[src/rtl/mips_pkg.sv]
// Shared MIPS decode constants: opcode values, instruction field widths,
// and small decode helper functions used by the decode stage.
package mips_pkg;

  localparam int DATA_W  = 32;
  localparam int REG_W   = 5;
  localparam int OP_W    = 6;
  localparam int FUNCT_W = 6;
  localparam int SHAMT_W = 5;
  localparam int IMM_W   = 16;

  localparam logic [OP_W-1:0] OP_RTYPE = 6'h00;
  localparam logic [OP_W-1:0] OP_BEQ   = 6'h04;
  localparam logic [OP_W-1:0] OP_BNE   = 6'h05;
  localparam logic [OP_W-1:0] OP_ADDI  = 6'h08;
  localparam logic [OP_W-1:0] OP_ANDI  = 6'h0C;
  localparam logic [OP_W-1:0] OP_ORI   = 6'h0D;
  localparam logic [OP_W-1:0] OP_XORI  = 6'h0E;
  localparam logic [OP_W-1:0] OP_LB    = 6'h20;
  localparam logic [OP_W-1:0] OP_LH    = 6'h21;
  localparam logic [OP_W-1:0] OP_LW    = 6'h23;
  localparam logic [OP_W-1:0] OP_LBU   = 6'h24;
  localparam logic [OP_W-1:0] OP_LHU   = 6'h25;
  localparam logic [OP_W-1:0] OP_SB    = 6'h28;
  localparam logic [OP_W-1:0] OP_SH    = 6'h29;
  localparam logic [OP_W-1:0] OP_SW    = 6'h2B;

  // Loads are the only instructions whose result arrives too late to forward from EX.
  function automatic logic is_mem_read(input logic [OP_W-1:0] op);
    return (op == OP_LB) || (op == OP_LH) || (op == OP_LW) ||
           (op == OP_LBU) || (op == OP_LHU);
  endfunction

  // rt is a source (not a destination) for R-type, stores and compare-branches.
  function automatic logic uses_rt(input logic [OP_W-1:0] op);
    return (op == OP_RTYPE) || (op == OP_SB) || (op == OP_SH) ||
           (op == OP_SW) || (op == OP_BEQ) || (op == OP_BNE);
  endfunction

  // Logical immediates are zero-extended; everything else is sign-extended.
  function automatic logic [DATA_W-1:0] imm_ext(input logic [OP_W-1:0] op,
                                                input logic [IMM_W-1:0] imm);
    if ((op == OP_ANDI) || (op == OP_ORI) || (op == OP_XORI))
      return {{(DATA_W-IMM_W){1'b0}}, imm};
    else
      return {{(DATA_W-IMM_W){imm[IMM_W-1]}}, imm};
  endfunction

endpackage

[src/rtl/hazard_detect.sv]
// Load-use hazard detection: flags when the load sitting in ID/EX writes a
// register the instruction in decode needs to read.
import mips_pkg::*;

module hazard_detect (
  input  logic             i_id_ex_valid,
  input  logic             i_id_ex_mem_read,
  input  logic [REG_W-1:0] i_id_ex_rt,
  input  logic             i_if_valid,
  input  logic [REG_W-1:0] i_rs,
  input  logic [REG_W-1:0] i_rt,
  input  logic             i_uses_rt,
  output logic             o_hazard
);

  logic w_rs_match;
  logic w_rt_match;

  // A load into $0 never produces a usable value, so it cannot create a dependency.
  always_comb begin
    w_rs_match = (i_id_ex_rt == i_rs);
    w_rt_match = i_uses_rt && (i_id_ex_rt == i_rt);
    o_hazard   = i_id_ex_valid && i_id_ex_mem_read && (i_id_ex_rt != '0) &&
                 i_if_valid && (w_rs_match || w_rt_match);
  end

endmodule

[src/rtl/decode_stage.sv]
// MIPS instruction decode stage: register-file read addressing, same-cycle
// write-back bypass, load-use bubble insertion and the ID/EX register.
// Optional: define DECODE_STALL_CNT_EN to add the dbg_stall_count port,
// a free-running count of inserted load-use bubbles.
import mips_pkg::*;

module decode_stage (
  input  logic               clk,
  input  logic               reset,
  input  logic               if_valid,
  input  logic [DATA_W-1:0]  if_instr,
  input  logic [DATA_W-1:0]  if_pc_plus4,
  input  logic               flush,
  input  logic               ex_hold,
  output logic [REG_W-1:0]   rf_read_addr1,
  output logic [REG_W-1:0]   rf_read_addr2,
  input  logic [DATA_W-1:0]  rf_read_data1,
  input  logic [DATA_W-1:0]  rf_read_data2,
  input  logic               wb_wr_enable,
  input  logic [REG_W-1:0]   wb_write_addr,
  input  logic [DATA_W-1:0]  wb_write_data,
  output logic               stall_if,
  output logic               id_ex_valid,
  output logic               id_ex_mem_read,
  output logic [DATA_W-1:0]  id_ex_rs_data,
  output logic [DATA_W-1:0]  id_ex_rt_data,
  output logic [DATA_W-1:0]  id_ex_imm,
  output logic [DATA_W-1:0]  id_ex_pc_plus4,
  output logic [REG_W-1:0]   id_ex_rs,
  output logic [REG_W-1:0]   id_ex_rt,
  output logic [REG_W-1:0]   id_ex_rd,
  output logic [SHAMT_W-1:0] id_ex_shamt,
  output logic [OP_W-1:0]    id_ex_opcode,
  output logic [FUNCT_W-1:0] id_ex_funct
`ifdef DECODE_STALL_CNT_EN
  ,
  output logic [DATA_W-1:0]  dbg_stall_count
`endif
);

  logic [OP_W-1:0]    w_opcode;
  logic [REG_W-1:0]   w_rs;
  logic [REG_W-1:0]   w_rt;
  logic [REG_W-1:0]   w_rd;
  logic [SHAMT_W-1:0] w_shamt;
  logic [FUNCT_W-1:0] w_funct;
  logic [DATA_W-1:0]  w_imm;
  logic               w_mem_read;
  logic               w_uses_rt;
  logic [DATA_W-1:0]  w_rs_data;
  logic [DATA_W-1:0]  w_rt_data;
  logic               w_hazard;

  logic               r_valid;
  logic               r_mem_read;
  logic [DATA_W-1:0]  r_rs_data;
  logic [DATA_W-1:0]  r_rt_data;
  logic [DATA_W-1:0]  r_imm;
  logic [DATA_W-1:0]  r_pc_plus4;
  logic [REG_W-1:0]   r_rs;
  logic [REG_W-1:0]   r_rt;
  logic [REG_W-1:0]   r_rd;
  logic [SHAMT_W-1:0] r_shamt;
  logic [OP_W-1:0]    r_opcode;
  logic [FUNCT_W-1:0] r_funct;

  // Field slicing and per-opcode decode of the IF/ID instruction.
  always_comb begin
    w_opcode   = if_instr[31:26];
    w_rs       = if_instr[25:21];
    w_rt       = if_instr[20:16];
    w_rd       = if_instr[15:11];
    w_shamt    = if_instr[10:6];
    w_funct    = if_instr[5:0];
    w_imm      = imm_ext(w_opcode, if_instr[15:0]);
    w_mem_read = is_mem_read(w_opcode);
    w_uses_rt  = uses_rt(w_opcode);
  end

  assign rf_read_addr1 = w_rs;
  assign rf_read_addr2 = w_rt;

  // The register file writes at the clock edge, so a same-cycle write-back
  // must be forwarded here or decode would latch the stale value.
  always_comb begin
    w_rs_data = rf_read_data1;
    w_rt_data = rf_read_data2;
    if (wb_wr_enable && (wb_write_addr != '0) && (wb_write_addr == w_rs))
      w_rs_data = wb_write_data;
    if (wb_wr_enable && (wb_write_addr != '0) && (wb_write_addr == w_rt))
      w_rt_data = wb_write_data;
  end

  hazard_detect u_hazard_detect (
    .i_id_ex_valid    (r_valid),
    .i_id_ex_mem_read (r_mem_read),
    .i_id_ex_rt       (r_rt),
    .i_if_valid       (if_valid),
    .i_rs             (w_rs),
    .i_rt             (w_rt),
    .i_uses_rt        (w_uses_rt),
    .o_hazard         (w_hazard)
  );

  // A flush kills the decode instruction outright, so fetch need not hold for it.
  assign stall_if = !flush && (ex_hold || w_hazard);

  // ID/EX register: flush > hold > bubble > load. Flush and bubble only
  // clear valid; the stale payload is ignored downstream.
  always_ff @(posedge clk or negedge reset) begin
    if (!reset) begin
      r_valid    <= 1'b0;
      r_mem_read <= 1'b0;
      r_rs_data  <= '0;
      r_rt_data  <= '0;
      r_imm      <= '0;
      r_pc_plus4 <= '0;
      r_rs       <= '0;
      r_rt       <= '0;
      r_rd       <= '0;
      r_shamt    <= '0;
      r_opcode   <= '0;
      r_funct    <= '0;
    end else if (flush) begin
      r_valid <= 1'b0;
    end else if (!ex_hold) begin
      if (w_hazard) begin
        r_valid <= 1'b0;
      end else begin
        r_valid    <= if_valid;
        r_mem_read <= w_mem_read;
        r_rs_data  <= w_rs_data;
        r_rt_data  <= w_rt_data;
        r_imm      <= w_imm;
        r_pc_plus4 <= if_pc_plus4;
        r_rs       <= w_rs;
        r_rt       <= w_rt;
        r_rd       <= w_rd;
        r_shamt    <= w_shamt;
        r_opcode   <= w_opcode;
        r_funct    <= w_funct;
      end
    end
  end

  assign id_ex_valid    = r_valid;
  assign id_ex_mem_read = r_mem_read;
  assign id_ex_rs_data  = r_rs_data;
  assign id_ex_rt_data  = r_rt_data;
  assign id_ex_imm      = r_imm;
  assign id_ex_pc_plus4 = r_pc_plus4;
  assign id_ex_rs       = r_rs;
  assign id_ex_rt       = r_rt;
  assign id_ex_rd       = r_rd;
  assign id_ex_shamt    = r_shamt;
  assign id_ex_opcode   = r_opcode;
  assign id_ex_funct    = r_funct;

`ifdef DECODE_STALL_CNT_EN
  logic [DATA_W-1:0] r_stall_count;

  // Count only bubbles that actually enter ID/EX; wraps naturally at 2^32.
  always_ff @(posedge clk or negedge reset) begin
    if (!reset)
      r_stall_count <= '0;
    else if (w_hazard && !flush && !ex_hold)
      r_stall_count <= r_stall_count + 1'b1;
  end

  assign dbg_stall_count = r_stall_count;
`endif

endmodule
[config.mk]
export PLATFORM = sky130hd
export DESIGN_NAME = decode_stage
export DESIGN_NICKNAME = d
export VERILOG_FILES = /design/src/rtl/mips_pkg.sv /design/src/rtl/hazard_detect.sv /design/src/rtl/decode_stage.sv
export SDC_FILE = /design/constraint.sdc
export NUM_CORES = 1
export LEC_CHECK = 0
export CORE_AREA = 2 2 134 136
export DETAILED_ROUTE_END_ITERATION = 8
export DIE_AREA = 0 0 136 138
export GPL_TIMING_DRIVEN = 1
export PLACE_DENSITY = 0.81
export RECOVER_POWER = 50
export SETUP_SLACK_MARGIN = 0.1
export SYNTH_ARGS = -nofsm -noshare
export SYNTH_HDL_FRONTEND = slang
export SYNTH_SLANG_ARGS = --single-unit
[constraint.sdc]
create_clock -name clk -period 7.77 [get_ports clk]
set_clock_uncertainty 0.2 [all_clocks]
set_input_delay 1.554 -clock clk [delete_from_list [all_inputs] [get_ports clk]]
set_output_delay 1.554 -clock clk [all_outputs]
set_load 0.005 [all_outputs]
# Word-level counts from Yosys, hierarchy flattened
# Index checks and enable logic that the tools add are counted.
# classes
add_sub_neg	0
mul	0
div_mod_pow	0
order_cmp	0
eq_ne	18
shift	0
mux	6
bitwise	3
reduce_logical	27
# op_table
cell	n
32-bit 2-to-1 mux	3
6-bit == test, second input constant	8
5-bit == test	4
6-bit by 4-bit == test with 1-bit output, second input constant	3
1-bit logical OR	13
6-bit by 3-bit == test with 1-bit output, second input constant	2
5-bit nonzero test	2
1-bit logical AND	9
6-bit zero test	1
1-bit 2-to-1 mux	3
1-bit NOT	3
3-bit AND reduction	1
2-bit inequality test, second input constant	1
1-bit zero test	1
# totals
regBits	162
latchBits	0
ram_bits	0
romBits	0
inputBits	171
out_inout_bits	173
mem_count	0

# Depth between registers and ports, before layout
# logic_depth
ltp_word	12
mapped_depth	7
depth_no_buf	5

# Hierarchy
# From an unflattened synthesis, not the netlist that was laid out.
# hier_totals
cells_unflattened	704
hier_area_um2	6442.4
# by_module_without_submodules
mod	n_inst	cells_per_inst	area_each_um2	seq_area_each_um2
decode_stage	1	687	6312.3	3278.1
hazard_detect	1	17	130.1	0.0

# Least setup slack after synthesis
# No wires, ideal clock.
# synth_timing
path_kind	input -> output
start	input port if_instr[19]
end	output port stall_if
t_arrival_ns	2.782
required_ns	6.016
setup_slack_ns	3.234
path_stages	5
path_cell_list	xor2_1 > or4_1 > nor4_2 > nor3_1 > nor2_1
# synth_between
elab_chain_len	6
# synth_rtl
element	line_no	text
start: declaration	decode_stage.sv:11	input logic [DATA_W-1:0] if_instr,
5-bit == test	hazard_detect.sv:22	w_rt_match = i_uses_rt && (i_id_ex_rt == i_rt);
1-bit logical AND	hazard_detect.sv:22	
1-bit logical OR	hazard_detect.sv:24	i_if_valid && (w_rs_match || w_rt_match);
1-bit logical AND	hazard_detect.sv:24	
1-bit logical OR	decode_stage.sv:106	assign stall_if = !flush && (ex_hold || w_hazard);
1-bit logical AND	decode_stage.sv:106	
end: declaration	decode_stage.sv:22	output logic stall_if,
# Every way passes these cells.

# Worst setup path after layout
# Same ends and word-level chain as after synthesis.

==> flow_summary_export.csv <==
group,metric,value,unit
worst_setup_path,reg2reg_to,"id_ex_rs_data[20]",
floorplanning,die_area,18800,um^2
timing,fin_crit,5720,ps
synthesis,synth_area_leaders,"dfrtp_1, mux2_4, mux2_2",
synthesis,syn_inst,438,
placed_design,postPlaceCellArea,9980,um^2
global_routing,grt_usage,19.6,%
worst_setup_path,crit_path_start_kind,"primary input",
cells_and_area,seq_area,3280,um^2
clock_tree,cts_hold_buf,0,
floorplanning,num_io_pins,344,
pwr,p_clk_share,35.5,%
global_routing,antenna_found_initial,0,
route,wl,18100,um
synthesis,syn-num-nets,609,
clock_tree,cts.reportedPaths.clkPinSlew,60,ps
run_status,status,"finished with violations",
cells_and_area,final_nets,915,
synthesis,ys_seq_area_share,49.0,%
synthesis,ys_ff_latch,131,
route,ant_nets,0,
run_status,failed_checks,"max-capacitance violations, max-slew violations",
cells_and_area,antennaDiodeCount,0,
cells_and_area,final_area,10600,um^2
clock_tree,post_cts_resized,0,
worst_setup_path,arrival,3960,ps
clock_tree,clock_latency,400,ps
route,detail_route.wl_per_cell,18.4,um
synthesis,yosysMostFrequentCell,"dfrtp_1",
clock_tree,ctsHtreeMaxLevel,4,
route,num_vias,4678,
pwr,p_int,0.00167,W
synthesis,synth_edf_count,0,
worst_setup_path,required,6020,ps
worst_setup_path,worstSetupEndpointType,"output pin",
timing,finalHoldViolations,0,
cells_and_area,drive_above_1_share,31.0,%
floorplanning,core_area,17500,um^2
pwr,ir_worst_vdd,0.137,mV
synthesis,synth_top_area_share,49.0,%
timing,setup_viol,0,
floorplanning,die_x,136,um
pwr,netSwitchingPower,0.000551,W
timing,slew_headroom,-131,%
cells_and_area,post-route-util,60.2,%
timing,finalMaxSlewViolations,134,
run,cap_violations,2,
synthesis,synthTopCellsByCount,"dfrtp_1, mux2_4, mux2_2, buf_4",
worst_setup_path,cp_max_fo,4,
cells_and_area,multi_input_area,2950,um^2
route,drc,0,
global_routing,grt_max_degree,68,
route,drtIter0Drc,111,
synthesis,syn_area,6690,um^2
floorplanning,rows,49,
clock_tree,cts_setup_buffers,0,
synthesis,ys_types,27,
clock_tree,cts_tree,"yes",
synthesis,yosys_warnings,0,
synthesis,synth-async-reset-ratio,100,%
hold_path,hold_end,"id_ex_rs_data[25]",
cells_and_area,nFillCells,1358,
timing,fin_crit_sh,73.6,%
hold_path,hold_depth,1,
route,dr.pass1.iters,4,
synthesis,synth_area_per_cell,15.3,um^2
floorplanning,initial_core_util,38.1,%
worst_setup_path,regToRegStartpoint,"id_ex_rt[1]",
placed_design,gp_congestion,0.876,
placed_design,hpwl,13400,um
hold_path,min_path_type,"reg -> reg",
pwr,combPwrFrac,26.0,%
synthesis,yosys.area.top_type,"dfrtp_1",
hold_path,hp-start,"id_ex_rs_data[25]",
cells_and_area,syn_to_final_growth,57.9,%
synthesis,synthFlopType,"dfrtp_1",
pwr,total_power,0.00222,W
worst_setup_path,r2r_cells,6,
route,viasPerCell,4.74,
clock_tree,numCtsBuffers,17,
timing,max_freq,0.175,GHz
timing,worst_pin_slew,3470,ps
global_routing,grt_pass1_wl,28800,um
clock_tree,cts-root-buf,"clkbuf_16",
worst_setup_path,crit_type,"in -> out",
timing,rsz0062_at_grt,"no",
global_routing,grt_overflow_total,0,
pwr,leakage,4.44,nW
clock_tree,clockBufferDepth,2,
worst_setup_path,r2r_slack,4080,ps
clock_tree,clock-sinks,131,
placed_design,portBuffers,343,
floorplanning,die_h,138,um
pwr,p_sw_share,24.8,%
global_routing,grt_pass1_vias,5215,
pwr,power_density,210,nW/um^2
pwr,seqPwrFrac,38.4,%
timing,setup_tns,0,ps
-- worst max-delay path, stage by stage --
cell and delay, ps:
clkdlybuf4s50_1 500, xor2_1 200, or4_1 520, nor4_2 440
nor3_1 110, nor2_1 120, clkdlybuf4s50_1 510
-- through the flow --
step | std cells | hold slack, ps | worst slack [ps]
floorplan | 438 | 305 | 3230
global placement | 954 | 291 | 2160
finish | 986 | 300 | 2050
CTS | 986 | 309 | 2060
detailed placement | 954 | 292 | 2070
global route | 986 | 316 | 1230
-- worst max path at each step --
stage,startpoint,end
4_1_cts,if_instr[19],stall_if
5_1_grt,reset,id_ex_rs_data[14]
6_report,if_instr[19],stall_if
3_5_place_dp,if_instr[19],stall_if
2_1_floorplan,if_instr[19],stall_if
3_3_place_gp,if_instr[19],stall_if
-- kinds of logic (layout without fill, tap and decap cells) --
| family | count (synthesis) | count (layout) | synth area share, % |
|---|---|---|---|
| DFF | 131 | 131 | 49.0 |
| and+or+nand+nor | 25 | 25 | 2.34 |
| xor gates and xnor gates | 20 | 20 | 2.62 |
| muxes | 194 | 194 | 38.3 |
| AOI/OAI and AO/OA | 7 | 7 | 0.692 |
| buffers and inverters | 61 | 380 | 7.02 |
-- power by group through the flow --
stage / Sequential (W) / Combinational [W] / Clock [W]
6_report: 0.000853 / 0.000578 / 0.000789
5_1_grt: 0.000867 / 0.000618 / 0.000844
4_1_cts: 0.000859 / 0.000627 / 0.000812
3_5_place_dp: 0.000867 / 0.000623 / 0
3_3_place_gp: 0.000863 / 0.000614 / 0
2_1_floorplan: 0.000866 / 0.000245 / 0
-- registers in the layout, summed over array words and instances, names as in the netlist --
| name | flops |
|---|---|
| id_ex_imm | 17 |
| id_ex_mem_read | 1 |
| id_ex_opcode | 6 |
| id_ex_pc_plus4 | 32 |
| id_ex_rs | 5 |
| id_ex_rs_data | 32 |
| id_ex_rt | 5 |
| id_ex_rt_data | 32 |
| id_ex_valid | 1 |
-- metal layers --
layer  track usage, %  routed length (um)
met5                0                   0
met1             22.5                7010
met4             5.54                 306
met2             34.7                9470
met3             6.12                1360
-- layout by cell type (no fill, tap or decap) --
| master | instances |
|---|---|
| a2111oi_0 | 1 |
| a211o_1 | 1 |
| a21oi_1 | 2 |
| a2bb2oi_1 | 1 |
| and3_1 | 1 |
| buf_4 | 4 |
| bufinv_16 | 2 |
| clkbuf_1 | 2 |
| clkbuf_16 | 17 |
| clkbuf_2 | 1 |
| clkdlybuf4s50_1 | 206 |
| clkinv_2 | 3 |
| clkinv_4 | 2 |
| clkinvlp_4 | 2 |
| dfrtp_1 | 131 |
| dlygate4sd3_1 | 136 |
| inv_6 | 5 |
| mux2_2 | 94 |
| mux2_4 | 100 |
| nand2_1 | 6 |
| nand2b_1 | 1 |
| nand3_1 | 3 |
| nor2_1 | 3 |
| nor2b_1 | 1 |
| nor3_1 | 2 |
| nor4_2 | 3 |
| nor4_4 | 1 |
| o21ai_0 | 1 |
| o21ai_1 | 1 |
| or4_1 | 3 |
| or4b_2 | 1 |
| xnor2_1 | 11 |
| xor2_1 | 9 |
-- cell type report --
class                           instances  area share [%]
Multi-Input combinational cell        246            27.9
Tap cell                              229            2.71
Timing Repair Buffer                  348            32.8
Clock inverter                         14            1.43
Clock buffer                           18            4.06
Sequential cell                       131            31.1
Power figures use the tool's default switching activity.
